==> src/rtl/alu_pkg.sv <==
// Shared ALU definitions: data width, divider state encoding and a
// two's-complement magnitude helper used when latching operands.
package alu_pkg;

    localparam int WIDTH = 32;
    localparam int CNT_W = 6;

    typedef enum logic [1:0] {
        IDLE   = 2'd0,
        DIVIDE = 2'd1,
        FIXUP  = 2'd2
    } div_state_t;

    // Magnitude of v when interpreted as signed; raw value otherwise.
    function automatic logic [WIDTH-1:0] mag(input logic [WIDTH-1:0] v,
                                             input logic             is_signed);
        return (is_signed && v[WIDTH-1]) ? (~v + 1'b1) : v;
    endfunction

endpackage

==> src/rtl/divide_unit_if.sv <==
// Request/result bundle between the ALU control (master) and the divider (slave).
interface divide_unit_if;
    import alu_pkg::*;

    // start is a single-cycle request, honoured only while busy is low; the
    // operands are captured on that edge only. done is a one-cycle pulse and
    // quotientLO/remainderHI/divByZero stay valid until the next result.
    logic             start;
    logic [1:0]       sign;
    logic [WIDTH-1:0] dividend;
    logic [WIDTH-1:0] divisor;
    logic [WIDTH-1:0] quotientLO;
    logic [WIDTH-1:0] remainderHI;
    logic             busy;
    logic             done;
    logic             divByZero;

    modport master (
        output start, sign, dividend, divisor,
        input  quotientLO, remainderHI, busy, done, divByZero
    );

    modport slave (
        input  start, sign, dividend, divisor,
        output quotientLO, remainderHI, busy, done, divByZero
    );

endinterface

==> src/rtl/div_step.sv <==
// One restoring-division step: shift {rem, quo} left and try to subtract
// the divisor from the widened partial remainder.
module div_step
    import alu_pkg::*;
(
    input  logic [WIDTH-1:0] rem_i,
    input  logic [WIDTH-1:0] quo_i,
    input  logic [WIDTH-1:0] divisor_i,
    output logic [WIDTH-1:0] rem_o,
    output logic [WIDTH-1:0] quo_o
);

    logic [WIDTH:0]   rem_sh;
    logic [WIDTH:0]   trial;
    logic             no_borrow;
    logic             unused_trial_msb;

    assign rem_sh    = {rem_i, quo_i[WIDTH-1]};
    assign no_borrow = (rem_sh >= {1'b0, divisor_i});
    assign trial     = rem_sh - {1'b0, divisor_i};

    // rem stays below the divisor, so an accepted trial always fits WIDTH bits.
    assign unused_trial_msb = trial[WIDTH];

    assign rem_o = no_borrow ? trial[WIDTH-1:0] : rem_sh[WIDTH-1:0];
    assign quo_o = {quo_i[WIDTH-2:0], no_borrow};

endmodule

==> src/rtl/divide_unit.sv <==
// Sequential restoring divider: one quotient bit per clock, sign handled by
// magnitude division plus a final negation step. Remainder in HI, quotient in LO.
module divide_unit
    import alu_pkg::*;
(
    input  logic       clk,
    input  logic       reset,
    divide_unit_if.slave bus,
    output div_state_t dbg_state_o
);

    div_state_t       state_q;
    logic [CNT_W-1:0] cnt_q;
    logic [WIDTH-1:0] rem_q;
    logic [WIDTH-1:0] quo_q;
    logic [WIDTH-1:0] dvs_q;
    logic             negq_q;
    logic             negr_q;
    logic             dbz_q;
    logic [WIDTH-1:0] quotient_q;
    logic [WIDTH-1:0] remainder_q;
    logic             busy_q;
    logic             done_q;
    logic             dbz_out_q;

    logic [WIDTH-1:0] rem_d;
    logic [WIDTH-1:0] quo_d;
    logic             is_signed;
    logic             div_zero;
    logic             unused_sign0;

    assign is_signed    = bus.sign[1];
    assign div_zero     = (bus.divisor == '0);
    assign unused_sign0 = bus.sign[0];

    div_step u_step (
        .rem_i     (rem_q),
        .quo_i     (quo_q),
        .divisor_i (dvs_q),
        .rem_o     (rem_d),
        .quo_o     (quo_d)
    );

    always_ff @(posedge clk) begin
        if (reset) begin
            state_q     <= IDLE;
            cnt_q       <= '0;
            rem_q       <= '0;
            quo_q       <= '0;
            dvs_q       <= '0;
            negq_q      <= 1'b0;
            negr_q      <= 1'b0;
            dbz_q       <= 1'b0;
            quotient_q  <= '0;
            remainder_q <= '0;
            busy_q      <= 1'b0;
            done_q      <= 1'b0;
            dbz_out_q   <= 1'b0;
        end else begin
            done_q <= 1'b0;
            case (state_q)
                IDLE: begin
                    if (bus.start) begin
                        rem_q   <= '0;
                        cnt_q   <= '0;
                        dvs_q   <= mag(bus.divisor, is_signed);
                        negq_q  <= is_signed & (bus.dividend[WIDTH-1] ^ bus.divisor[WIDTH-1]);
                        negr_q  <= is_signed & bus.dividend[WIDTH-1];
                        dbz_q   <= div_zero;
                        // A zero divisor keeps the raw dividend for the HI result.
                        quo_q   <= div_zero ? bus.dividend : mag(bus.dividend, is_signed);
                        busy_q  <= 1'b1;
                        state_q <= div_zero ? FIXUP : DIVIDE;
                    end
                end
                DIVIDE: begin
                    rem_q <= rem_d;
                    quo_q <= quo_d;
                    cnt_q <= cnt_q + 1'b1;
                    if (cnt_q == CNT_W'(WIDTH - 1)) begin
                        state_q <= FIXUP;
                    end
                end
                FIXUP: begin
                    if (dbz_q) begin
                        quotient_q  <= '1;
                        remainder_q <= quo_q;
                    end else begin
                        quotient_q  <= negq_q ? -quo_q : quo_q;
                        remainder_q <= negr_q ? -rem_q : rem_q;
                    end
                    dbz_out_q <= dbz_q;
                    done_q    <= 1'b1;
                    busy_q    <= 1'b0;
                    state_q   <= IDLE;
                end
                default: begin
                    state_q <= IDLE;
                    busy_q  <= 1'b0;
                end
            endcase
        end
    end

    assign bus.quotientLO  = quotient_q;
    assign bus.remainderHI = remainder_q;
    assign bus.busy        = busy_q;
    assign bus.done        = done_q;
    assign bus.divByZero   = dbz_out_q;
    assign dbg_state_o     = state_q;

endmodule

==> src/flat_wrapper.sv <==
// flat-port wrapper written by rule: the top's interface ports become plain ports
module divide_unit_flat import alu_pkg::*;
  (clk, reset, dbg_state_o, bus_start, bus_sign, bus_dividend, bus_divisor, bus_quotientLO, bus_remainderHI, bus_busy, bus_done, bus_divByZero);
  divide_unit_if bus_i ();
  input  logic clk;
  input  logic reset;
  output div_state_t dbg_state_o;
  input wire logic [$bits(bus_i.start)-1:0] bus_start;
  input wire logic [$bits(bus_i.sign)-1:0] bus_sign;
  input wire logic [$bits(bus_i.dividend)-1:0] bus_dividend;
  input wire logic [$bits(bus_i.divisor)-1:0] bus_divisor;
  output wire logic [$bits(bus_i.quotientLO)-1:0] bus_quotientLO;
  output wire logic [$bits(bus_i.remainderHI)-1:0] bus_remainderHI;
  output wire logic [$bits(bus_i.busy)-1:0] bus_busy;
  output wire logic [$bits(bus_i.done)-1:0] bus_done;
  output wire logic [$bits(bus_i.divByZero)-1:0] bus_divByZero;
  assign bus_i.start = bus_start;
  assign bus_i.sign = bus_sign;
  assign bus_i.dividend = bus_dividend;
  assign bus_i.divisor = bus_divisor;
  assign bus_quotientLO = bus_i.quotientLO;
  assign bus_remainderHI = bus_i.remainderHI;
  assign bus_busy = bus_i.busy;
  assign bus_done = bus_i.done;
  assign bus_divByZero = bus_i.divByZero;
  divide_unit u_core (.clk(clk), .reset(reset), .bus(bus_i), .dbg_state_o(dbg_state_o));
endmodule
==> config.mk <==
export PLATFORM = sky130hd
export DESIGN_NAME = divide_unit_flat
export DESIGN_NICKNAME = d
export VERILOG_FILES = /design/src/rtl/alu_pkg.sv /design/src/rtl/divide_unit_if.sv /design/src/rtl/div_step.sv /design/src/rtl/divide_unit.sv /design/src/flat_wrapper.sv
export SDC_FILE = /design/constraint.sdc
export NUM_CORES = 1
export LEC_CHECK = 0
export CORE_MARGIN = 4
export CORE_UTILIZATION = 51
export CTS_CLUSTER_SIZE = 40
export DETAILED_ROUTE_END_ITERATION = 7
export DONT_BUFFER_PORTS = 1
export GPL_ROUTABILITY_DRIVEN = 0
export PLACE_DENSITY = 0.67
export REMOVE_ABC_BUFFERS = 1
export SYNTH_ARGS = -nofsm -noshare
export SYNTH_HDL_FRONTEND = slang
export SYNTH_SLANG_ARGS = --single-unit
==> constraint.sdc <==
create_clock -name clk -period 3.35 [get_ports clk]
set_input_delay 0.67 -clock clk [delete_from_list [all_inputs] [get_ports clk]]
set_output_delay 0.67 -clock clk [all_outputs]
set_load 0.01 [all_outputs]
======== After elaboration in Yosys (flattened, before gate mapping) ========
Index checks and enable logic that the tools add are counted.
storage, ports and cells
  bits in registers ....................... 174
  input bits .............................. 69
  output and inout bits ................... 69
operators by class
  $add $sub $neg .......................... 6
  magnitude comparators ................... 1
  equality and inequality tests ........... 5
  mux-type cells .......................... 21
  bitwise logic cells ..................... 6
  reductions and logical operators ........ 9
operators by type and width
  operator               number
  $mux 32                10
  $pmux 32 s2            2
  $add 32x1->32 const B  2
  $neg 32->32            2
  $not 32->32            2
  $ge 33x32->1           1
  $logic_not 32->1       1
  $sub 32x32->32         1
  $pmux 6 s2             1
  $reduce_and 2->1       4
  $add 6x1->6 const B    1
  $eq 6x5->1 const B     1
  $mux 2                 3
  $mux 6                 1
  $pmux 2 s2             1
  $and 1x1->1            2
  $eq 2x1->1 const B     1
  $eq 2x2->1 const B     1
  $logic_and 1x1->1      2
  $logic_not 2->1        1
  $mux 1                 2
  $ne 2x1->1 const B     1
  $ne 2x2->1 const B     1
  $pmux 1 s2             1
  3 further kinds        3

======== Depth between registers and ports, before layout ========
Gate-level depths: netlist of run 1.
  word-level depth ........................ 6
  gate-level depth with buffers ........... 14
  depth with buffers taken out ............ 14

======== Cells and area by module ========
Synthesis of run 1 repeated with hierarchy kept, for this count alone.
unflattened totals
  cell total of the unflattened synthesis .. 1614
  area, all modules ....................... 12284.3 µm²
modules (own cells, without submodules)
  module       times used  cells each  area each (µm²)
  divide_unit  1           1272        9825.7
  div_step     1           342         2458.6

======== Worst setup path after synthesis of run 1 ========
No wires, ideal clock.
  path type ............................... input to register
  start ................................... input bus_dividend[4]
  end ..................................... register u_core.quo_q[28]
  library setup time ...................... 0.070 ns
  arrival time ............................ 3.260 ns
  setup slack ............................. 0.019 ns
  stages on the path ...................... 10
  buffers on the path ..................... 0
  path through ............................ or3_4 -> nor3_4 -> nand2b_2 -> or4_4 -> or4_4 -> or4_4 -> o31ai_4 -> xnor2_1 -> nand2_1 -> a21oi_1
on the way
  cells in the longest elaborated chain, start to end .. 6
RTL lines
  item                  RTL line            RTL
  start, declared       flat_wrapper.sv:10  input wire logic [$bits(bus_i.dividend)-1:0] bus_dividend;
  $not 32->32           alu_pkg.sv:17       return (is_signed && v[WIDTH-1]) ? (~v + 1'b1) : v;
  $add 32x1->32         alu_pkg.sv:17
  $mux 32               alu_pkg.sv:17
  $mux 32               divide_unit.sv:71   quo_q <= div_zero ? bus.dividend : mag(bus.dividend, is_signed);
  $mux 32               divide_unit.sv:63   if (bus.start) begin
  $pmux 32 s2           divide_unit.sv:61   case (state_q)
  end signal, assigned  divide_unit.sv:71
  end signal, assigned  divide_unit.sv:78   quo_q <= quo_d;
  end, declared         divide_unit.sv:15   logic [WIDTH-1:0] quo_q;
No other way between the ends. The select of a mux whose other input is x is not followed.
A chain may end at the register's enable or synchronous reset.

======== Worst setup path in the final report of run 1 ========
  start ................................... register u_core.quo_q[31]
  end ..................................... register u_core.rem_q[12]
on the way
  cells in the longest elaborated chain, start to end .. 3
  elaborated cells on any way between the ends .. 4
RTL lines
  item                                                   RTL line                        RTL
  $sub 32x32->32 / $ge 33x32->1 (equally long branches)  div_step.sv:20, div_step.sv:19
  $mux 32 (*)                                            div_step.sv:25                  assign rem_o = no_borrow ? trial[WIDTH-1:0] : rem_sh[WIDTH-1:0];
  $pmux 32 s2 (*)                                        divide_unit.sv:61
  end signal, assigned                                   divide_unit.sv:77               rem_q <= rem_d;
  end, declared                                          divide_unit.sv:14               logic [WIDTH-1:0] rem_q;
Every way passes the cells marked *; elsewhere a longest branch is shown, timed or not.

==> flow_summary.html, run 1 <==
<table>
<tr><th>Metric</th><th>Value</th></tr>
<tr><th colspan="2">Synthesis</th></tr>
<tr><td>Post-synthesis share of cell area spent on and, or, nand and nor gates</td><td>about 20%</td></tr>
<tr><td>Compound-Gate Fraction of Synth Area</td><td>26.4%</td></tr>
<tr><td>Combinational family with the most area after synthesis</td><td>compound AO/OA/AOI/OAI gates</td></tr>
<tr><td>Adder-cell share of the synthesized area</td><td>4.43%</td></tr>
<tr><td>Top cell type by total area after synthesis</td><td>sky130_fd_sc_hd__dfxtp_1</td></tr>
<tr><td>Share of synthesized area occupied by flip-flops and latches</td><td>a little under a third</td></tr>
<tr><td>Warning count from the yosys run</td><td>0</td></tr>
<tr><td>Most used flip-flop cell after synthesis</td><td>sky130_fd_sc_hd__dfxtp_1</td></tr>
<tr><td>Count of mapped cells out of synthesis</td><td>1435</td></tr>
<tr><td>Share of synthesized registers carrying an async set or reset</td><td>0%</td></tr>
<tr><td>Proportion of synthesized area in mux cells</td><td>less than 1%</td></tr>
<tr><td>Portion of synthesized cell area occupied by the leading cell type</td><td>a little under a third</td></tr>
<tr><td>Commonest cells in the synthesized netlist</td><td>sky130_fd_sc_hd__nand2_1, sky130_fd_sc_hd__dfxtp_1, sky130_fd_sc_hd__nor2_1</td></tr>
<tr><td>Flops &amp; latches, synth</td><td>around 170</td></tr>
<tr><td>Synth Area in XOR/XNOR</td><td>11.2%</td></tr>
<tr><td>Number of distinct library cells after synthesis</td><td>64</td></tr>
<tr><td>Netlist area before placement</td><td>10900 sq um</td></tr>
<tr><td>Number of synthesized flops with an enable pin</td><td>0</td></tr>
<tr><td>Ranking of synthesized cells by area</td><td>sky130_fd_sc_hd__dfxtp_1, sky130_fd_sc_hd__nand2_1, sky130_fd_sc_hd__xnor2_1</td></tr>
<tr><td>Count leader, synth</td><td>sky130_fd_sc_hd__nand2_1</td></tr>
<tr><td>Avg Synthesized Cell Area</td><td>7.60 sq um</td></tr>
<tr><th colspan="2">Floorplan</th></tr>
<tr><td>Die H</td><td>approximately 150 um</td></tr>
<tr><td>Area of the die</td><td>23800 sq um</td></tr>
<tr><td>Effective utilization at floorplan</td><td>51.9%</td></tr>
<tr><td># IOs</td><td>approximately 140</td></tr>
<tr><td>Floorplan die width</td><td>154 um</td></tr>
<tr><td>Site Rows</td><td>53</td></tr>
<tr><td>Core footprint</td><td>21000 sq um</td></tr>
<tr><th colspan="2">GRT</th></tr>
<tr><td>First-pass GRT wire length</td><td>47800 um</td></tr>
<tr><td>Initial antenna violation count</td><td>0</td></tr>
<tr><td>Number of global-route vias before repair</td><td>9393</td></tr>
<tr><td>Residual overflow from global routing</td><td>0</td></tr>
<tr><td>Total routing resource utilization after global routing</td><td>24.1%</td></tr>
<tr><td>Pin count of the biggest net entering global routing</td><td>146</td></tr>
<tr><th colspan="2">Placement</th></tr>
<tr><td>Number of placed instances with taps included</td><td>about 1700</td></tr>
<tr><td>Buffers on Ports</td><td>0</td></tr>
<tr><td>Sum of net half-perimeters after detailed placement</td><td>20900 um</td></tr>
<tr><th colspan="2">Pwr</th></tr>
<tr><td>Part of the total power dissipated in the clock network</td><td>19.9%</td></tr>
<tr><td>Switching power as a share of total power</td><td>44.0%</td></tr>
<tr><td>Combinational fraction of design power</td><td>55.6%</td></tr>
<tr><td>Total power</td><td>between 0.01 and 0.015 W</td></tr>
<tr><td>Power share of the sequential group</td><td>24.5%</td></tr>
<tr><td>Peak supply drop</td><td>0.583 mV</td></tr>
<tr><td>Power dissipated by switching net loads</td><td>0.00475 W</td></tr>
<tr><td>Leak pwr</td><td>4.44 nW</td></tr>
<tr><td>Internal power</td><td>0.00606 W</td></tr>
<tr><td>Pwr Density</td><td>905 nW/um^2</td></tr>
<tr><th colspan="2">Route</th></tr>
<tr><td>Number of nets with antenna violations after routing</td><td>0</td></tr>
<tr><td>Total vias in the final route</td><td>9955</td></tr>
<tr><td>Pre-antenna DRT Iters</td><td>8</td></tr>
<tr><td>Drc violations</td><td>0</td></tr>
<tr><td>Final routed wirelength across all metal layers</td><td>28900 um</td></tr>
<tr><td>Routed wirelength normalized by instance count</td><td>17.1 um</td></tr>
<tr><td>Avg Vias per Cell</td><td>between 5 and 6</td></tr>
<tr><td>DRC marker count from the first detailed-route iteration</td><td>671</td></tr>
<tr><th colspan="2">Critical path</th></tr>
<tr><td>Maximum net fanout on the critical path</td><td>4</td></tr>
<tr><td>Critical path launch point type</td><td>register</td></tr>
<tr><td>Critical path data required time</td><td>3.68 ns</td></tr>
<tr><td>Timing startpoint of the critical path</td><td>u_core.quo_q[31]$_SDFFE_PP0P_</td></tr>
<tr><td>Reg2Reg Setup Slack</td><td>between 0.15 and 0.2 ns</td></tr>
<tr><td>Crit Path Class</td><td>register to register</td></tr>
<tr><td>Capture point of the worst reg-to-reg path</td><td>u_core.rem_q[12]$_SDFFE_PP0P_</td></tr>
<tr><td>Reg-to-reg startpoint</td><td>u_core.quo_q[31]$_SDFFE_PP0P_</td></tr>
<tr><td>Capturing instance or port of the critical path</td><td>u_core.rem_q[12]$_SDFFE_PP0P_</td></tr>
<tr><td>Path depth of the worst reg2reg path</td><td>14</td></tr>
<tr><td>Data arrival, critical path</td><td>around 3.5 ns</td></tr>
<tr><td>Type of destination of the critical path</td><td>register</td></tr>
<tr><th colspan="2">Final layout</th></tr>
<tr><td>Final net count</td><td>1510</td></tr>
<tr><td>Final antenna diode count</td><td>0</td></tr>
<tr><td>Area Overhead vs Synth</td><td>9.51%</td></tr>
<tr><td>Fill cell count</td><td>2005</td></tr>
<tr><td>Fraction of final layout cells sized beyond drive strength 1</td><td>between 7 and 8%</td></tr>
<tr><td>Non-filler cells in the finished layout</td><td>1691</td></tr>
<tr><th colspan="2">CTS</th></tr>
<tr><td>Hold Buf Count CTS</td><td>0</td></tr>
<tr><td>TritonCTS clock tree</td><td>yes</td></tr>
<tr><td>Total number of H-tree levels</td><td>4</td></tr>
<tr><td>Clock latency at the later pin of the worst-skew pair</td><td>0.44 ns</td></tr>
<tr><td>Total number of clock tree sinks</td><td>174</td></tr>
<tr><td>TritonCTS Buffers</td><td>17</td></tr>
<tr><td>Clock transition at the registers of the reported paths</td><td>roughly 0.070 ns</td></tr>
<tr><td>Clock tree buffer depth</td><td>2</td></tr>
<tr><td>Cell at the root of the clock tree</td><td>sky130_fd_sc_hd__clkbuf_16</td></tr>
<tr><th colspan="2">Outcome</th></tr>
<tr><td>Status</td><td>finished, final reports clean</td></tr>
<tr><th colspan="2">Timing</th></tr>
<tr><td>Achievable Freq</td><td>315 MHz</td></tr>
<tr><td>Worst Max-Slew Pin Slew</td><td>0.850 ns</td></tr>
<tr><td>Clk_skew</td><td>0.00980 ns</td></tr>
<tr><td>Hold slack final</td><td>roughly 0.30 ns</td></tr>
<tr><td>Final Hold Vio Count</td><td>0</td></tr>
<tr><td>Headroom to the max-slew limit</td><td>43.2%</td></tr>
<tr><td>Share of the clock period used by the worst path after layout</td><td>between 90% and 100%</td></tr>
<tr><td>Final setup violation count</td><td>0</td></tr>
<tr><td>Unrepaired setup endpoints after global routing</td><td>false</td></tr>
<tr><td>Slew Limit Fails</td><td>0</td></tr>
<tr><td>Minimum clock period</td><td>3.17 ns</td></tr>
<tr><th colspan="2">Hold path</th></tr>
<tr><td>Hold crit path type</td><td>primary input to register</td></tr>
<tr><th colspan="2">Flow run</th></tr>
<tr><td>Max_cap viols</td><td>0</td></tr>
</table>
power by group through the flow:
| stage | registers [W] | clock network, W | logic [W] |
|---|---|---|---|
| after floorplan | 0.00260 | 0 | 0.00391 |
| after global placement | 0.00267 | 0 | 0.00582 |
| after detailed placement | 0.00268 | 0 | 0.00589 |
| after CTS | 0.00263 | 0.00217 | 0.00593 |
| after global routing | 0.00268 | 0.00226 | 0.00674 |
| final | 0.00265 | 0.00215 | 0.00601 |
flip-flops by register name, indices dropped and copies added, names as in the netlist:
| signal | flops |
|---|---|
| u_core.bus.busy | 1 |
| u_core.bus.divByZero | 1 |
| u_core.bus.done | 1 |
| u_core.bus.quotientLO | 32 |
| u_core.bus.remainderHI | 32 |
| u_core.cnt_q | 6 |
| u_core.dbg_state_o | 2 |
| u_core.dbz_q | 1 |
| u_core.dvs_q | 32 |
| u_core.negq_q | 1 |
| u_core.negr_q | 1 |
| u_core.quo_q | 32 |
| u_core.rem_q | 32 |
routing by layer:
metal	share of wire, %	up-vias	track usage [%]
met5	0	-	0
met4	1.1	0	5.72
met3	6.3	25	4.56
met2	46	285	39.0
met1	47	4569	33.4
li1	-	5076	-
worst max-delay path, stage by stage, from the launching register on:
cell	delay [ns]
sky130_fd_sc_hd__dfxtp_1	0.35
sky130_fd_sc_hd__inv_1	0.13
sky130_fd_sc_hd__ha_1	0.19
sky130_fd_sc_hd__inv_1	0.06
sky130_fd_sc_hd__fa_1	0.44
sky130_fd_sc_hd__a211oi_1	0.28
sky130_fd_sc_hd__nor2_1	0.14
sky130_fd_sc_hd__o22ai_2	0.28
sky130_fd_sc_hd__o21bai_1	0.10
sky130_fd_sc_hd__a21o_1	0.21
sky130_fd_sc_hd__a21o_1	0.17
sky130_fd_sc_hd__a21oi_1	0.17
sky130_fd_sc_hd__xor2_1	0.25
sky130_fd_sc_hd__a21oi_1	0.10
sky130_fd_sc_hd__a22o_1	0.19
cells by family (layout without fill, tap and decap cells):
| family | Yosys count | in the layout |
|---|---|---|
| flops | 174 | 174 |
| compound gates | 450 | 450 |
| mux | 7 | 7 |
| buf+inv | 151 | 132 |
| simple gates | 476 | 476 |
| xor+xnor | 139 | 139 |
| fa+ha+maj | 38 | 38 |
cell type report:
cell class	instances	area [sq um]	share of cell area [%]
multi-input combinational	1110	6880	57.6
sequential	174	3480	29.2
clock buffer	18	439	3.68
timing repair buffer	51	420	3.52
tap	275	344	2.88
clock inverter	14	193	1.61
inverter	49	184	1.54
worst min-delay path by stage:
stage | startpoint | end | slack [ns] | cells past startpoint
2_1_floorplan | u_core.dvs_q[31]$_SDFFE_PP0P_ | u_core.dvs_q[31]$_SDFFE_PP0P_ | 0.43 | 2
3_3_place_gp | u_core.dvs_q[0]$_SDFFE_PP0P_ | u_core.dvs_q[0]$_SDFFE_PP0P_ | 0.45 | 2
3_5_place_dp | u_core.dvs_q[0]$_SDFFE_PP0P_ | u_core.dvs_q[0]$_SDFFE_PP0P_ | 0.46 | 2
4_1_cts | reset | u_core.bus.quotientLO[2]$_SDFFE_PP0P_ | 0.30 | 1
5_1_grt | reset | u_core.bus.quotientLO[2]$_SDFFE_PP0P_ | 0.29 | 1
6_report | reset | u_core.bus.quotientLO[2]$_SDFFE_PP0P_ | 0.30 | 1
what timing repair did:
item	in CTS	in global routing
hold endpoints to repair	0	0
setup endpoints to repair	0	21
gates resized for setup	0	2
setup buffers	0	0
stage by stage:
stage                     setup TNS, ns  setup WS (ns)  utilization (%)  instance area (sq um)
after global placement           -0.351         -0.112             53.8                  11300
after CTS                             0          0.108             56.8                  11900
final                                 0          0.180             56.8                  11900
after global routing                  0        0.00900             56.8                  11900
after detailed placement         -0.355         -0.106             53.8                  11300
after floorplan                  -40.93         -0.750                -                  10500
layout by cell type, fill, tap and decap left out, types with 8 or more instances in the layout:
master                      instances
sky130_fd_sc_hd__o21ai_0          105
sky130_fd_sc_hd__o22ai_1           23
sky130_fd_sc_hd__a21o_1            25
sky130_fd_sc_hd__dfxtp_1          173
sky130_fd_sc_hd__nand3_1           22
sky130_fd_sc_hd__clkbuf_16         17
sky130_fd_sc_hd__xor2_1            62
sky130_fd_sc_hd__nand2_1          209
sky130_fd_sc_hd__nand2b_1          10
sky130_fd_sc_hd__nor4_1            10
sky130_fd_sc_hd__buf_4             48
sky130_fd_sc_hd__o41ai_1           19
sky130_fd_sc_hd__a211oi_1          35
sky130_fd_sc_hd__or4_1             20
sky130_fd_sc_hd__inv_1             49
sky130_fd_sc_hd__xnor2_1           77
sky130_fd_sc_hd__a22oi_1           30
sky130_fd_sc_hd__nor3_1            32
sky130_fd_sc_hd__a21oi_1          112
sky130_fd_sc_hd__nor2_1           114
sky130_fd_sc_hd__o21a_1             8
sky130_fd_sc_hd__o31ai_1           34
sky130_fd_sc_hd__a22o_1            15
sky130_fd_sc_hd__ha_1              37
sky130_fd_sc_hd__or3_1             13
Power figures use the tool's default switching activity.
==> run 2: changes to the inputs <==
--- a/config.mk
+++ b/config.mk
@@ -7,7 +7,7 @@
 export LEC_CHECK = 0
 export CORE_MARGIN = 4
 export CORE_UTILIZATION = 51
-export CTS_CLUSTER_SIZE = 40
+export CTS_BUF_LIST = sky130_fd_sc_hd__clkbuf_2
 export DETAILED_ROUTE_END_ITERATION = 7
 export DONT_BUFFER_PORTS = 1
 export GPL_ROUTABILITY_DRIVEN = 0
@@ -15,4 +15,5 @@
 export REMOVE_ABC_BUFFERS = 1
 export SYNTH_ARGS = -nofsm -noshare
 export SYNTH_HDL_FRONTEND = slang
+export SYNTH_HIERARCHICAL = 1
 export SYNTH_SLANG_ARGS = --single-unit
==> run 2 against run 1 <==
Effect of this change:
- worst hold slack worse by 0.23 ns
- largest cell class unchanged
- area after synthesis grew 13%
- die area rose by 12%
- highest routed layer unchanged
==> flow_summary.html, run 2 <==
<table>
<tr><th>Metric</th><th>Value</th></tr>
<tr><th colspan="2">Route</th></tr>
<tr><td>Total length of routed met2 wires</td><td>17000 um (+29%)</td></tr>
<tr><td>Avg Vias per Cell</td><td>6.38 (+8.4%)</td></tr>
<tr><td>Total vias in the final route</td><td>12100 (+22%)</td></tr>
<tr><td>Detailed-route wire length on metal 1</td><td>16200 um (+20%)</td></tr>
<tr><td>Uppermost layer routed</td><td>met4</td></tr>
<tr><td>Drc violations</td><td>0 (unchanged)</td></tr>
<tr><td>Number of nets with antenna violations after routing</td><td>0 (unchanged)</td></tr>
<tr><td>Final routed wirelength across all metal layers</td><td>37100 um (+29%)</td></tr>
<tr><td>Routed wirelength normalized by instance count</td><td>19.5 um (+14%)</td></tr>
<tr><td>Wire length on met3</td><td>2790 um (+54%)</td></tr>
<tr><td>DRC marker count from the first detailed-route iteration</td><td>1227 (+83%)</td></tr>
<tr><td>Pre-antenna DRT Iters</td><td>5 (-3)</td></tr>
<tr><th colspan="2">Timing</th></tr>
<tr><td>Share of the clock period used by the worst path after layout</td><td>93.7% (-0.97 points)</td></tr>
<tr><td>Final setup violation count</td><td>0 (unchanged)</td></tr>
<tr><td>Slew Limit Fails</td><td>0 (unchanged)</td></tr>
<tr><td>Achievable Freq</td><td>319 MHz (+1.0%)</td></tr>
<tr><td>Unrepaired setup endpoints after global routing</td><td>false</td></tr>
<tr><td>Worst Max-Slew Pin Slew</td><td>1.09 ns (+0.236 ns)</td></tr>
<tr><td>Clk_skew</td><td>0.0474 ns (+0.0376 ns)</td></tr>
<tr><td>Headroom to the max-slew limit</td><td>27.4% (-16 points)</td></tr>
<tr><td>Minimum clock period</td><td>3.14 ns (-0.0327 ns)</td></tr>
<tr><td>Final-layout setup total negative slack</td><td>0 ns (unchanged)</td></tr>
<tr><td>Final Hold Vio Count</td><td>0 (unchanged)</td></tr>
<tr><th colspan="2">Final layout</th></tr>
<tr><td>Area Overhead vs Synth</td><td>5.65%</td></tr>
<tr><td>Most common cell after layout, fill and taps aside</td><td>sky130_fd_sc_hd__a21oi_1</td></tr>
<tr><td>Final net count</td><td>1674 (+11%)</td></tr>
<tr><td>Fraction of final layout cells sized beyond drive strength 1</td><td>9.75% (+2.0 points)</td></tr>
<tr><td>Leading cell types in the layout, fill and taps excluded</td><td>sky130_fd_sc_hd__a21oi_1, sky130_fd_sc_hd__dfxtp_1, sky130_fd_sc_hd__nand2_1, sky130_fd_sc_hd__nor2_1, sky130_fd_sc_hd__nand3_1</td></tr>
<tr><th colspan="2">Synthesis</th></tr>
<tr><td>Number of synthesized flops with an enable pin</td><td>0 (unchanged)</td></tr>
<tr><td>Share of synthesized area occupied by flip-flops and latches</td><td>28.4% (-3.6 points)</td></tr>
<tr><td>Most used flip-flop cell after synthesis</td><td>sky130_fd_sc_hd__dfxtp_1</td></tr>
<tr><td>Flops &amp; latches, synth</td><td>174 (unchanged)</td></tr>
<tr><td>Avg Synthesized Cell Area</td><td>7.61 sq um (+0.15%)</td></tr>
<tr><td>Commonest cells in the synthesized netlist</td><td>sky130_fd_sc_hd__a21oi_1, sky130_fd_sc_hd__dfxtp_1, sky130_fd_sc_hd__nand2_1</td></tr>
<tr><td>Count of mapped cells out of synthesis</td><td>1614 (+12%)</td></tr>
<tr><td>Netlist area before placement</td><td>12300 sq um (+13%)</td></tr>
<tr><td>Number of distinct library cells after synthesis</td><td>78 (+22%)</td></tr>
<tr><td>Share of synthesized registers carrying an async set or reset</td><td>0% (unchanged)</td></tr>
<tr><td>Count leader, synth</td><td>sky130_fd_sc_hd__a21oi_1</td></tr>
<tr><td>Warning count from the yosys run</td><td>6 (+6)</td></tr>
<tr><td>Portion of synthesized cell area occupied by the leading cell type</td><td>28.4% (-3.6 points)</td></tr>
<tr><td>Ranking of synthesized cells by area</td><td>sky130_fd_sc_hd__dfxtp_1, sky130_fd_sc_hd__a21oi_1, sky130_fd_sc_hd__xnor2_1</td></tr>
<tr><td>Top cell type by total area after synthesis</td><td>sky130_fd_sc_hd__dfxtp_1</td></tr>
<tr><th colspan="2">GRT</th></tr>
<tr><td>Residual overflow from global routing</td><td>0 (unchanged)</td></tr>
<tr><td>Pin count of the biggest net entering global routing</td><td>111 (-24%)</td></tr>
<tr><td>Initial antenna violation count</td><td>1 (+1)</td></tr>
<tr><td>First-pass GRT wire length</td><td>59600 um (+25%)</td></tr>
<tr><td>Total routing resource utilization after global routing</td><td>27.3% (+3.2 points)</td></tr>
<tr><td>Number of global-route vias before repair</td><td>11400 (+21%)</td></tr>
<tr><th colspan="2">Critical path</th></tr>
<tr><td>CP max stage delay</td><td>0.47 ns (+0.03 ns)</td></tr>
<tr><td>Critical path launch point type</td><td>register</td></tr>
<tr><td>Crit Path Class</td><td>register to register</td></tr>
<tr><td>Cell-by-cell trace of the critical path</td><td>inv_1, ha_1, fa_1, nor2b_1, o31a_1, o21ai_2, o21ai_0, and2_1, a2111oi_2, o21ai_0, xor2_1, mux2_2, nand2_1, a21oi_1</td></tr>
<tr><td>Data arrival, critical path</td><td>3.82 ns (+0.32 ns)</td></tr>
<tr><td>Maximum net fanout on the critical path</td><td>4 (unchanged)</td></tr>
<tr><td>Type of destination of the critical path</td><td>register</td></tr>
<tr><td>Crit-path slowest cell</td><td>sky130_fd_sc_hd__a2111oi_2</td></tr>
<tr><td>Largest delay contributor family on the critical path</td><td>compound AO/OA/AOI/OAI gates</td></tr>
<tr><td>Library cell appearing most often on the critical path</td><td>sky130_fd_sc_hd__o21ai_0</td></tr>
<tr><td>Critical path data required time</td><td>4.03 ns (+0.35 ns)</td></tr>
<tr><td>Critical path buffer and inverter count</td><td>1 (-1)</td></tr>
<tr><th colspan="2">Floorplan</th></tr>
<tr><td>Die H</td><td>163 um (+5.8%)</td></tr>
<tr><td>Core footprint</td><td>23600 sq um (+12%)</td></tr>
<tr><td># IOs</td><td>138 (unchanged)</td></tr>
<tr><td>Site Rows</td><td>56 (+5.7%)</td></tr>
<tr><td>Floorplan die width</td><td>163 um (+5.8%)</td></tr>
<tr><td>Effective utilization at floorplan</td><td>52.0% (+0.15 points)</td></tr>
<tr><td>Area of the die</td><td>26600 sq um (+12%)</td></tr>
<tr><th colspan="2">Pwr</th></tr>
<tr><td>Leak pwr</td><td>4.81 nW (+8.3%)</td></tr>
<tr><td>Combinational fraction of design power</td><td>46.8% (-8.8 points)</td></tr>
<tr><td>Pwr Density</td><td>518 nW/um^2 (-43%)</td></tr>
<tr><td>Power share of the sequential group</td><td>36.6% (+12 points)</td></tr>
<tr><td>Switching power as a share of total power</td><td>41.9% (-2.1 points)</td></tr>
<tr><td>Internal power</td><td>0.00391 W (-35%)</td></tr>
<tr><td>Part of the total power dissipated in the clock network</td><td>16.6% (-3.3 points)</td></tr>
<tr><td>Peak supply drop</td><td>0.313 mV (-46%)</td></tr>
<tr><td>Total power</td><td>0.00673 W (-38%)</td></tr>
<tr><td>Power dissipated by switching net loads</td><td>0.00282 W (-41%)</td></tr>
<tr><th colspan="2">CTS</th></tr>
<tr><td>Clock tree buffer depth</td><td>2 (unchanged)</td></tr>
<tr><td>Setup Fix Bufs, Post-CTS</td><td>0 (unchanged)</td></tr>
<tr><td>Total number of clock tree sinks</td><td>174 (unchanged)</td></tr>
<tr><td>Total number of H-tree levels</td><td>4 (unchanged)</td></tr>
<tr><td>Clock transition at the registers of the reported paths</td><td>0.28 ns (+0.21 ns)</td></tr>
<tr><td>Clock latency at the later pin of the worst-skew pair</td><td>0.78 ns (+0.34 ns)</td></tr>
<tr><td>Cell at the root of the clock tree</td><td>sky130_fd_sc_hd__clkbuf_2</td></tr>
<tr><td>TritonCTS Buffers</td><td>17 (unchanged)</td></tr>
<tr><td>TritonCTS clock tree</td><td>yes</td></tr>
<tr><th colspan="2">Outcome</th></tr>
<tr><td>Status</td><td>finished, final reports clean</td></tr>
<tr><th colspan="2">Flow run</th></tr>
<tr><td>Max_cap viols</td><td>0 (unchanged)</td></tr>
<tr><th colspan="2">Placement</th></tr>
<tr><td>Sum of net half-perimeters after detailed placement</td><td>25600 um (+22%)</td></tr>
<tr><td>Buffers on Ports</td><td>0 (unchanged)</td></tr>
<tr><th colspan="2">Hold path</th></tr>
<tr><td>Hold crit path type</td><td>primary input to register</td></tr>
</table>
[run 2: changes by cell type in the layout (fill, tap and decap cells not counted), sizes merged, moves of 30 or more]
cell         before  now
a21oi           113  183
nand3            23   80
dlygate4sd3       0   30
nand2           209  149
mux2              1   31
o21ai           108   77
[run 2: cell families after synthesis]
family / after synthesis / share of synthesized area [%]
AND/OR/NAND/NOR: 542 / 22.3
AO/OA/AOI/OAI: 503 / 26.7
buffers and inverters: 218 / 8.08
flip-flops: 174 / 28.4
XOR/XNOR: 103 / 7.34
adder cells (fa/ha/maj): 38 / 3.93
multiplexers: 36 / 3.25
[run 2: cell type report]
type / instances / area [sq um]
clock inverters: 15 / 136
well taps: 319 / 399
flip-flops and latches: 174 / 3480
repair buffers: 84 / 776
fillers: 2318 / 10600
inverters: 68 / 255
diodes: 2 / 5.00
clock buffers: 17 / 85.1
multi-input cells: 1222 / 7840
[run 2: metrics by stage]
stage                     std cells  setup slack, ns  hold WS (ns)  cell area (sq um)  utilization, %
after CTS                      1895            0.118      0.000436              12900            54.8
after floorplan                1464            -2.10         0.425              11500               -
after global routing           1901          0.00543      0.000223              13000            55.0
after detailed placement       1836            0.194         0.444              12400            52.6
final                          1901            0.212        0.0741              13000            55.0
after global placement         1836            0.252         0.439              12400            52.6
[run 2: final timing paths]
path | startpoint | end | slack (ns) | depth (start not counted)
worst min-delay path | bus_divisor[24] | u_core/dvs_q[24]$_SDFFE_PP0P_ | 0.07 | 2
worst max register to register | u_core/quo_q[31]$_SDFFE_PP0P_ | u_core/rem_q[28]$_SDFFE_PP0P_ | 0.21 | 14
worst max-delay path | u_core/quo_q[31]$_SDFFE_PP0P_ | u_core/rem_q[28]$_SDFFE_PP0P_ | 0.21 | 14
worst min register to register | u_core/dvs_q[31]$_SDFFE_PP0P_ | u_core/dvs_q[31]$_SDFFE_PP0P_ | 0.49 | 1
[run 2: repair_timing]
action / in CTS / in global routing
gates resized for setup: 0 / 2
endpoints found under the hold margin: 118 / 3
hold buffers: 27 / 4
endpoints found under the setup margin: 0 / 4
[run 2: layer usage]
metal | vias to the layer above | global-route usage [%]
li1 | 5804 | -
met2 | 444 | 43.5
met4 | 0 | 9.87
met5 | - | 0
met1 | 5814 | 36.4
met3 | 66 | 6.08
[run 2: power by group through the flow]
stage | Combinational (W) | Clock (W) | Sequential (W)
2_1_floorplan | 0.00227 | 0 | 0.00245
3_3_place_gp | 0.00299 | 0 | 0.00249
3_5_place_dp | 0.00302 | 0 | 0.00250
4_1_cts | 0.00309 | 0.00115 | 0.00246
5_1_grt | 0.00346 | 0.00122 | 0.00249
6_report | 0.00315 | 0.00112 | 0.00246
==> run 3: changes to the inputs <==
--- a/config.mk
+++ b/config.mk
@@ -11,7 +11,7 @@
 export DETAILED_ROUTE_END_ITERATION = 7
 export DONT_BUFFER_PORTS = 1
 export GPL_ROUTABILITY_DRIVEN = 0
-export PLACE_DENSITY = 0.67
+export PLACE_DENSITY = 0.64
 export REMOVE_ABC_BUFFERS = 1
 export SYNTH_ARGS = -nofsm -noshare
 export SYNTH_HDL_FRONTEND = slang
==> constraint.sdc (replaced) <==
create_clock -name clk -period 3.7 [get_ports clk]
set_input_delay 0.74 -clock clk [delete_from_list [all_inputs] [get_ports clk]]
set_output_delay 0.74 -clock clk [all_outputs]
set_load 0.01 [all_outputs]
==> run 3 against run 2 <==
Effect of this change:
- non-clock buffer count down 39
- clock power fell by 7%
- critical path depth is the same
- power is 10% lower
- global-route usage barely moved
- maximum frequency is 9.4% lower
- clock skew is 0.0026 ns higher
- first-iteration DRC count down 19%
- combinational power is 12% lower
- critical path type unchanged
==> flow_summary.html, run 3 (same netlist as run 2, synthesis figures left out) <==
<table>
<tr><th>Metric</th><th>Value</th></tr>
<tr><th colspan="2">Critical path</th></tr>
<tr><td>Path depth of the worst reg2reg path</td><td>14 (unchanged)</td></tr>
<tr><td>Type of destination of the critical path</td><td>register</td></tr>
<tr><td>Timing startpoint of the critical path</td><td>u_core/quo_q[31]$_SDFFE_PP0P_</td></tr>
<tr><td>Maximum net fanout on the critical path</td><td>4 (unchanged)</td></tr>
<tr><td>Data arrival, critical path</td><td>4.09 ns (+0.27 ns)</td></tr>
<tr><td>Critical path data required time</td><td>4.33 ns (+0.30 ns)</td></tr>
<tr><td>Critical path launch point type</td><td>register</td></tr>
<tr><td>Crit Path Class</td><td>register to register</td></tr>
<tr><td>Reg-to-reg startpoint</td><td>u_core/quo_q[31]$_SDFFE_PP0P_</td></tr>
<tr><td>Capture point of the worst reg-to-reg path</td><td>u_core/rem_q[28]$_SDFFE_PP0P_</td></tr>
<tr><td>Reg2Reg Setup Slack</td><td>0.24 ns (+0.03 ns)</td></tr>
<tr><th colspan="2">GRT</th></tr>
<tr><td>Residual overflow from global routing</td><td>0 (unchanged)</td></tr>
<tr><td>Initial antenna violation count</td><td>1 (unchanged)</td></tr>
<tr><td>Total routing resource utilization after global routing</td><td>27.3% (about the same)</td></tr>
<tr><td>Pin count of the biggest net entering global routing</td><td>70 (-37%)</td></tr>
<tr><td>First-pass GRT wire length</td><td>59100 um (-0.86%)</td></tr>
<tr><td>Number of global-route vias before repair</td><td>11000 (-3.2%)</td></tr>
<tr><th colspan="2">Hold path</th></tr>
<tr><td>Hold crit path type</td><td>primary input to register</td></tr>
<tr><td>Worst hold start</td><td>reset</td></tr>
<tr><td>Number of cells on the worst hold path</td><td>1 (-1)</td></tr>
<tr><td>Worst-case hold path end point</td><td>u_core/quo_q[13]$_SDFFE_PP0P_</td></tr>
<tr><th colspan="2">Timing</th></tr>
<tr><td>Final setup violation count</td><td>0 (unchanged)</td></tr>
<tr><td>Final-layout setup total negative slack</td><td>0 ns (unchanged)</td></tr>
<tr><td>Unrepaired setup endpoints after global routing</td><td>false</td></tr>
<tr><td>Final Hold Vio Count</td><td>0 (unchanged)</td></tr>
<tr><td>Minimum clock period</td><td>3.46 ns (+0.324 ns)</td></tr>
<tr><td>Achievable Freq</td><td>289 MHz (-9.4%)</td></tr>
<tr><td>Slew Limit Fails</td><td>0 (unchanged)</td></tr>
<tr><td>Headroom to the max-slew limit</td><td>37.6% (+10 points)</td></tr>
<tr><td>Final setup margin</td><td>0.238 ns (+0.0258 ns)</td></tr>
<tr><td>Worst Max-Slew Pin Slew</td><td>0.933 ns (-0.152 ns)</td></tr>
<tr><td>Clk_skew</td><td>0.0500 ns (+0.00259 ns)</td></tr>
<tr><td>Share of the clock period used by the worst path after layout</td><td>93.6% (-0.098 points)</td></tr>
<tr><th colspan="2">Final layout</th></tr>
<tr><td>Leading cell types in the layout, fill and taps excluded</td><td>sky130_fd_sc_hd__a21oi_1, sky130_fd_sc_hd__dfxtp_1, sky130_fd_sc_hd__nand2_1, sky130_fd_sc_hd__nor2_1, sky130_fd_sc_hd__nand3_1</td></tr>
<tr><td>Sequential standard cell area</td><td>3480 sq um (about the same)</td></tr>
<tr><td>Area Overhead vs Synth</td><td>2.74%</td></tr>
<tr><td>Most common cell after layout, fill and taps aside</td><td>sky130_fd_sc_hd__a21oi_1</td></tr>
<tr><td>Fraction of final layout cells sized beyond drive strength 1</td><td>8.89% (-0.86 points)</td></tr>
<tr><td>Final net count</td><td>1635 (-2.3%)</td></tr>
<tr><td>Post-route cell area</td><td>12600 sq um (-2.8%)</td></tr>
<tr><td>Fill cell count</td><td>2338 (+0.86%)</td></tr>
<tr><td>Area used by multi-input combinational logic</td><td>7830 sq um (about the same)</td></tr>
<tr><th colspan="2">Route</th></tr>
<tr><td>Drc violations</td><td>0 (unchanged)</td></tr>
<tr><td>Final routed wirelength across all metal layers</td><td>37900 um (+2.1%)</td></tr>
<tr><td>Pre-antenna DRT Iters</td><td>5 (unchanged)</td></tr>
<tr><td>DRC marker count from the first detailed-route iteration</td><td>991 (-19%)</td></tr>
<tr><td>Avg Vias per Cell</td><td>6.38 (about the same)</td></tr>
<tr><td>Routed wirelength normalized by instance count</td><td>20.4 um (+4.3%)</td></tr>
<tr><td>Number of nets with antenna violations after routing</td><td>0 (unchanged)</td></tr>
<tr><td>Total vias in the final route</td><td>11900 (-2.1%)</td></tr>
<tr><th colspan="2">Pwr</th></tr>
<tr><td>Leak pwr</td><td>4.62 nW (-4.0%)</td></tr>
<tr><td>Total power</td><td>0.00604 W (-10%)</td></tr>
<tr><td>Peak supply drop</td><td>0.272 mV (-13%)</td></tr>
<tr><td>Pwr Density</td><td>479 nW/um^2 (-7.7%)</td></tr>
<tr><th colspan="2">Placement</th></tr>
<tr><td>Buffers on Ports</td><td>0 (unchanged)</td></tr>
<tr><td>Sum of net half-perimeters after detailed placement</td><td>25600 um (+0.17%)</td></tr>
<tr><td>Area after DPL</td><td>12300 sq um (-1.1%)</td></tr>
<tr><td>Pre-CTS WS</td><td>0.427 ns (+0.233 ns)</td></tr>
<tr><th colspan="2">Floorplan</th></tr>
<tr><td># IOs</td><td>138 (unchanged)</td></tr>
<tr><td>Site Rows</td><td>56 (unchanged)</td></tr>
<tr><td>Area of the die</td><td>26600 sq um (unchanged)</td></tr>
<tr><td>Core footprint</td><td>23600 sq um (unchanged)</td></tr>
<tr><td>Floorplan die width</td><td>163 um (unchanged)</td></tr>
<tr><td>Die H</td><td>163 um (unchanged)</td></tr>
<tr><td>Effective utilization at floorplan</td><td>52.0% (unchanged)</td></tr>
<tr><th colspan="2">Outcome</th></tr>
<tr><td>Status</td><td>finished, final reports clean</td></tr>
<tr><th colspan="2">CTS</th></tr>
<tr><td>Clock tree buffer depth</td><td>2 (unchanged)</td></tr>
<tr><td>Hold Buf Count CTS</td><td>4 (-85%)</td></tr>
<tr><td>Clock transition at the registers of the reported paths</td><td>0.28 ns (about the same)</td></tr>
<tr><td>TritonCTS clock tree</td><td>yes</td></tr>
<tr><td>Cell at the root of the clock tree</td><td>sky130_fd_sc_hd__clkbuf_2</td></tr>
<tr><td>Quantity of gates resized following cts</td><td>0 (unchanged)</td></tr>
<tr><td>Total number of clock tree sinks</td><td>174 (unchanged)</td></tr>
<tr><td>Total number of H-tree levels</td><td>4 (unchanged)</td></tr>
<tr><td>TritonCTS Buffers</td><td>17 (unchanged)</td></tr>
<tr><td>Setup Fix Bufs, Post-CTS</td><td>0 (unchanged)</td></tr>
<tr><td>Clock latency at the later pin of the worst-skew pair</td><td>0.77 ns (about the same)</td></tr>
<tr><th colspan="2">Flow run</th></tr>
<tr><td>Max_cap viols</td><td>0 (unchanged)</td></tr>
</table>
## run 3: worst max-delay path: stages (launching register included)
cell and delay [ns]:
sky130_fd_sc_hd__dfxtp_1 0.45, sky130_fd_sc_hd__inv_1 0.19, sky130_fd_sc_hd__ha_1 0.22, sky130_fd_sc_hd__fa_1 0.22
sky130_fd_sc_hd__nor2b_1 0.07, sky130_fd_sc_hd__o31a_1 0.31, sky130_fd_sc_hd__o21ai_2 0.23, sky130_fd_sc_hd__o21ai_0 0.15
sky130_fd_sc_hd__and2_1 0.22, sky130_fd_sc_hd__a2111oi_2 0.54, sky130_fd_sc_hd__o21ai_0 0.19, sky130_fd_sc_hd__xor2_1 0.16
sky130_fd_sc_hd__mux2_2 0.27, sky130_fd_sc_hd__nand2_1 0.07, sky130_fd_sc_hd__a21oi_1 0.06
## run 3: per-stage QoR
| stage | util [%] | hold slack (ns) | instances |
|---|---|---|---|
| detailed placement | 52.0 | 0.447 | 1820 |
| finish | 53.4 | 0.0875 | 1861 |
| CTS | 53.3 | 0.00243 | 1856 |
| global route | 53.4 | 0.00142 | 1861 |
| global placement | 52.0 | 0.437 | 1820 |
| floorplan | - | 0.425 | 1464 |
## run 3: report_power, final
part | switching [W] | total, W | internal [W]
combinational | 0.00157 | 0.00276 | 0.00119
sequential | 0.000213 | 0.00224 | 0.00203
clock | 0.000722 | 0.00104 | 0.000320
total | 0.00251 | 0.00604 | 0.00354
## run 3: final cells by class
cell class | count | share of cell area (%)
antenna | 1 | 0.0198
tap | 319 | 3.16
inverter | 68 | 2.02
sequential | 174 | 27.6
multi-input combinational | 1222 | 62.1
clock inverter | 13 | 1.10
clock buffer | 19 | 0.753
timing repair buffer | 45 | 3.27
## run 3: worst max-delay path by stage
| stage | cells past startpoint | slack [ns] | endpoint |
|---|---|---|---|
| 2_1_floorplan | 5 | -1.82 | u_core/quo_q[12]$_SDFFE_PP0P_ |
| 3_3_place_gp | 14 | 0.48 | u_core/rem_q[26]$_SDFFE_PP0P_ |
| 3_5_place_dp | 14 | 0.43 | u_core/rem_q[28]$_SDFFE_PP0P_ |
| 4_1_cts | 14 | 0.35 | u_core/rem_q[28]$_SDFFE_PP0P_ |
| 5_1_grt | 14 | 0.05 | u_core/rem_q[28]$_SDFFE_PP0P_ |
| 6_report | 14 | 0.24 | u_core/rem_q[28]$_SDFFE_PP0P_ |
## run 3: routing by layer
metal / vias up / global-route usage, % / wire length, um
li1: 5706 / - / -
met3: 56 / 6.81 / 3160
met4: 0 / 9.07 / 971
met2: 457 / 42.6 / 17100
met5: - / 0 / 0
met1: 5651 / 37.1 / 16700
